<file path="src/rtl/wb_stage.sv">
// wb_stage: MEM/WB pipeline register, write-back data mux and retired-instruction counter.
// Define WB_LOAD_EXT_EN to enable byte/halfword load extraction and sign/zero extension.
module wb_stage #(
  parameter int unsigned WIDTH   = 32,
  parameter int unsigned REGADDR = 5
) (
  input  logic               clk,
  input  logic               rst,
  input  logic               stall,
  input  logic               flush,
  input  logic               mem_valid,
  input  logic [WIDTH-1:0]   mem_aluResult,
  input  logic [WIDTH-1:0]   mem_readData,
  input  logic               mem_memToReg,
  input  logic               mem_regWrite,
  input  logic [REGADDR-1:0] mem_writeReg,
  input  logic [2:0]         mem_loadType,
  output logic [WIDTH-1:0]   outMuxWb,
  output logic               wb_regWrite,
  output logic [REGADDR-1:0] wb_writeReg,
  output logic               wb_valid,
  output logic [31:0]        retired
);

  logic               valid_q;
  logic               mem_to_reg_q;
  logic               reg_write_q;
  logic [WIDTH-1:0]   alu_q;
  logic [WIDTH-1:0]   rdata_q;
  logic [REGADDR-1:0] write_reg_q;
  logic [31:0]        retired_q;
  logic [WIDTH-1:0]   ext_data;

  // Flush kills the control bits but lets the data fields load; stall freezes everything.
  always_ff @(posedge clk or posedge rst) begin
    if (rst) begin
      valid_q      <= 1'b0;
      mem_to_reg_q <= 1'b0;
      reg_write_q  <= 1'b0;
      alu_q        <= '0;
      rdata_q      <= '0;
      write_reg_q  <= '0;
      retired_q    <= '0;
    end else if (flush) begin
      valid_q      <= 1'b0;
      mem_to_reg_q <= 1'b0;
      reg_write_q  <= 1'b0;
      alu_q        <= mem_aluResult;
      rdata_q      <= mem_readData;
      write_reg_q  <= mem_writeReg;
    end else if (!stall) begin
      valid_q      <= mem_valid;
      mem_to_reg_q <= mem_memToReg;
      reg_write_q  <= mem_regWrite;
      alu_q        <= mem_aluResult;
      rdata_q      <= mem_readData;
      write_reg_q  <= mem_writeReg;
      if (mem_valid) begin
        retired_q <= retired_q + 32'd1;
      end
    end
  end

`ifdef WB_LOAD_EXT_EN
  logic [2:0]  load_type_q;
  logic [7:0]  ld_byte;
  logic [15:0] ld_half;

  always_ff @(posedge clk or posedge rst) begin
    if (rst) begin
      load_type_q <= 3'd0;
    end else if (flush || !stall) begin
      load_type_q <= mem_loadType;
    end
  end

  // Little-endian lane select using the effective address low bits.
  always_comb begin
    ld_byte = rdata_q[8*alu_q[1:0] +: 8];
    ld_half = rdata_q[16*alu_q[1] +: 16];
    case (load_type_q)
      3'd1:    ext_data = {{(WIDTH-8){ld_byte[7]}}, ld_byte};
      3'd2:    ext_data = {{(WIDTH-16){ld_half[15]}}, ld_half};
      3'd3:    ext_data = {{(WIDTH-8){1'b0}}, ld_byte};
      3'd4:    ext_data = {{(WIDTH-16){1'b0}}, ld_half};
      default: ext_data = rdata_q;
    endcase
  end
`else
  logic unused_load_type;
  assign unused_load_type = ^mem_loadType;
  assign ext_data         = rdata_q;
`endif

  assign outMuxWb    = mem_to_reg_q ? ext_data : alu_q;
  assign wb_regWrite = valid_q & reg_write_q & (write_reg_q != '0);
  assign wb_writeReg = write_reg_q;
  assign wb_valid    = valid_q;
  assign retired     = retired_q;

endmodule
</file>
<file path="config.mk">
export PLATFORM = sky130hd
export DESIGN_NAME = wb_stage
export DESIGN_NICKNAME = d
export VERILOG_FILES = /design/src/rtl/wb_stage.sv
export SDC_FILE = /design/constraint.sdc
export NUM_CORES = 1
export LEC_CHECK = 0
export ABC_AREA = 1
export BUFFER_PORTS_ARGS = -buffer_cell sky130_fd_sc_hd__buf_2
export CAP_MARGIN = 40
export CORE_UTILIZATION = 45
export DETAILED_ROUTE_END_ITERATION = 16
export GPL_TIMING_DRIVEN = 0
export PLACE_DENSITY_LB_ADDON = 0.08
export SYNTH_ARGS = -nofsm -noshare
export SYNTH_HDL_FRONTEND = slang
export SYNTH_SLANG_ARGS = --single-unit
</file>
<file path="constraint.sdc">
create_clock -name clk -period 3.25 [get_ports clk]
set_input_delay 0.65 -clock clk [delete_from_list [all_inputs] [get_ports clk]]
set_output_delay 0.65 -clock clk [all_outputs]
set_load 0.02 [all_outputs]
</file>
==> results.sh <==
export IMPL_rsz0062_at_grt="false"
export IMPL_synth_distinct_cells=25
export IMPL_start_kind="register"
export IMPL_placed_cells=835
export IMPL_hold_violations=0
export IMPL_finalNonFillerCells=852
export IMPL_critPathTopFamily="buffers and inverters"
export IMPL_critPathBufInv=3
export IMPL_critPathMaxStageDelay_ns=0.43
export IMPL_synth_top_area_cell="dfrtp_1"
export IMPL_cp_slowest_cell="clkbuf_1"
export IMPL_leakage_uw=0.00333
export IMPL_gp_congestion=0.877
export IMPL_maxSlewHeadroom=0.679
export IMPL_ir_drop_mv=0.346
export IMPL_critPathArrivalTime_ns=1.91
export IMPL_final_common_cell="nand2_1"
export IMPL_synth_area_mm2=0.00509
export IMPL_synth_top_area_share=0.511
export IMPL_die_area_mm2=0.0117
export IMPL_cpMostUsedCell="clkbuf_1"
export IMPL_die_y_um=108
export IMPL_grt_pass1_vias=4094
export IMPL_slew_viol_final=0
export IMPL_grt_pass1_wl_mm=20.0
export IMPL_htree_levels=3
export IMPL_cts_resized=0
export IMPL_drc=0
export IMPL_ys_seq_elements=104
export IMPL_row_count=38
export IMPL_final_nets=786
export IMPL_via_count=4115
export IMPL_cts_setup_buffers=0
export IMPL_clk_latency_ns=0.34
export IMPL_cap_violations=0
export IMPL_ant_nets=0
export IMPL_powerDensity_mw_per_mm2=489
export IMPL_final_area_mm2=0.00637
export IMPL_crit_chain="clkbuf_1 > clkbuf_1 > nand2_1 > o21ai_0 > buf_2"
export IMPL_fin_skew_ns=0.00458
export IMPL_min_path_type="primary input to async pin"
export IMPL_syn_avg_cell_area_um2=9.33
export IMPL_drive_gt1_frac=0.326
export IMPL_dp_hpwl_mm=9.32
export IMPL_clkTransAtPathRegs_ns=0.07
export IMPL_wl_mm=12.4
export IMPL_grt_max_degree=37
export IMPL_synth_seq_area_share=0.511
export IMPL_final_cell_mix="157 x nand2_1, 148 x buf_2, 104 x dfrtp_1"
export IMPL_cp_max_fo=10
export IMPL_drt_pass1_iter_count=5
export IMPL_tightest_slew_ns=0.482
export IMPL_antenna_found_initial=3
export IMPL_min_period_ns=2.56
export IMPL_die_x_um=108
export IMPL_clock_sinks=104
export IMPL_synth_area_leaders="dfrtp_1 51%, nand2_1 12%, mux2_4 10%"
export IMPL_clock_root_buffer="clkbuf_16"
export IMPL_grt_usage=0.224
export IMPL_routedWlPerCell_um=14.5
export IMPL_via_per_inst=4.83
export IMPL_coreArea_mm2=0.0109
export IMPL_clock_fmax_ghz=0.390
export IMPL_yosys_warnings=0
export IMPL_netlist_instances=546
export IMPL_drt_initial_drc_count=246
export IMPL_period_share=0.789
export IMPL_cts_tree="yes"
export IMPL_worstPathRequired_ns=2.60
export IMPL_end_kind="output pin"
export IMPL_clock_path_buffers=2
export IMPL_setup_tns_ns=0
export IMPL_cts_buffers=9
export IMPL_cts_hold_buf=0
export IMPL_placed_area_mm2=0.00607
export IMPL_area_growth_pct=25.1
export IMPL_synth_fp_nets=626
export IMPL_initial_core_util=0.466
export IMPL_status="finished clean"
export IMPL_setup_violations_final=0
export IMPL_worstSetupPathType="register to output pin"
export IMPL_ios=150
export IMPL_portBuffers=146
export IMPL_grt_overflow_total=0
[state kept, by name, summed over array words and instances (netlist names)]
name,count
retired,32
wb_valid,1
ext_data,32
alu_q,32
wb_writeReg,5
mem_to_reg_q,1
reg_write_q,1
[logic make-up after synthesis]
family	count (synthesis)	synth area share
adder cells (fa/ha/maj)	1	0.00246
buffers and inverters	78	0.0816
AO/OA/AOI/OAI	72	0.0818
multiplexers	35	0.103
XOR/XNOR	17	0.0292
AND/OR/NAND/NOR	239	0.191
flip-flops	104	0.511
[path summary, 6_finish.rpt]
path	from	endpoint	slack, ns	cells after the start
max in group asynchronous	rst	alu_q[30]$_DFFE_PP0P_	2.22	4
setup / recovery	mem_to_reg_q$_DFFE_PP0P_	outMuxWb[22]	0.69	5
hold reg to reg	alu_q[3]$_DFFE_PP0P_	alu_q[3]$_DFFE_PP0P_	0.51	2
setup reg to reg	retired[0]$_DFFE_PP0P_	retired[24]$_DFFE_PP0P_	1.58	8
min in group clk	mem_aluResult[23]	alu_q[23]$_DFFE_PP0P_	0.51	3
hold / removal	rst	retired[17]$_DFFE_PP0P_	0.28	2
[worst register-to-register path, cell delays in order, from the launching register on]
cell	delay (ns)
dfrtp_1	0.40
ha_1	0.20
nand3_1	0.11
nor2_1	0.24
nand2_1	0.15
nor2_2	0.25
nand3_1	0.10
nand2_1	0.09
inv_1	0.04
[cells in the mapped netlist]
| cell type | count |
|---|---|
| nand4_1 | 3 |
| buf_12 | 3 |
| inv_2 | 1 |
| o21ai_2 | 15 |
| nand2_1 | 157 |
| o21ai_1 | 20 |
| nor2_1 | 46 |
| o21ai_0 | 35 |
| mux2_4 | 35 |
| clkbuf_1 | 7 |
| nand3_1 | 19 |
| ha_1 | 1 |
| nor2_2 | 3 |
| or2_1 | 1 |
| nor3b_1 | 1 |
| inv_1 | 56 |
| buf_6 | 8 |
| dfrtp_1 | 104 |
| buf_8 | 1 |
| nand3b_1 | 7 |
| buf_2 | 2 |
| xor2_1 | 12 |
| a21oi_1 | 2 |
| xnor2_1 | 5 |
| nor3_1 | 2 |
[layer usage]
| layer | vias up | GRT usage | part of all wire |
|---|---|---|---|
| li1 | 2047 | - | - |
| met1 | 1930 | 0.274 | 0.43 |
| met2 | 119 | 0.387 | 0.49 |
| met3 | 15 | 0.0669 | 0.064 |
| met4 | 4 | 0.0541 | 0.011 |
| met5 | - | 0 | 0.0021 |
[power breakdown]
part / internal [µW] / switching (µW) / leakage, µW
clock: 638 / 465 / 0.000150
sequential: 1400 / 67.7 / 0.00128
combinational: 234 / 316 / 0.00191
total: 2270 / 849 / 0.00333
[area by class of cell]
class                   count  area [µm²]
diodes                      1        2.50
plain buffers              21         201
clock buffers              13         260
clock inverters             3        40.0
fillers                   979        4560
inverters                  57         218
multi-input cells         364        2070
flip-flops and latches    104        2600
well taps                 140         175
repair buffers            149         798
[per-stage QoR]
step / setup WS (ns) / util / hold WS, ns / total power, µW
floorplan: 1.35 / - / 0.482 / 1840
global placement: 0.605 / 0.549 / 0.491 / 2030
detailed placement: 1.02 / 0.555 / 0.492 / 2050
CTS: 0.632 / 0.582 / 0.272 / 3160
global route: 0.460 / 0.582 / 0.282 / 3270
finish: 0.687 / 0.583 / 0.279 / 3120
Power figures use the tool's default switching activity.
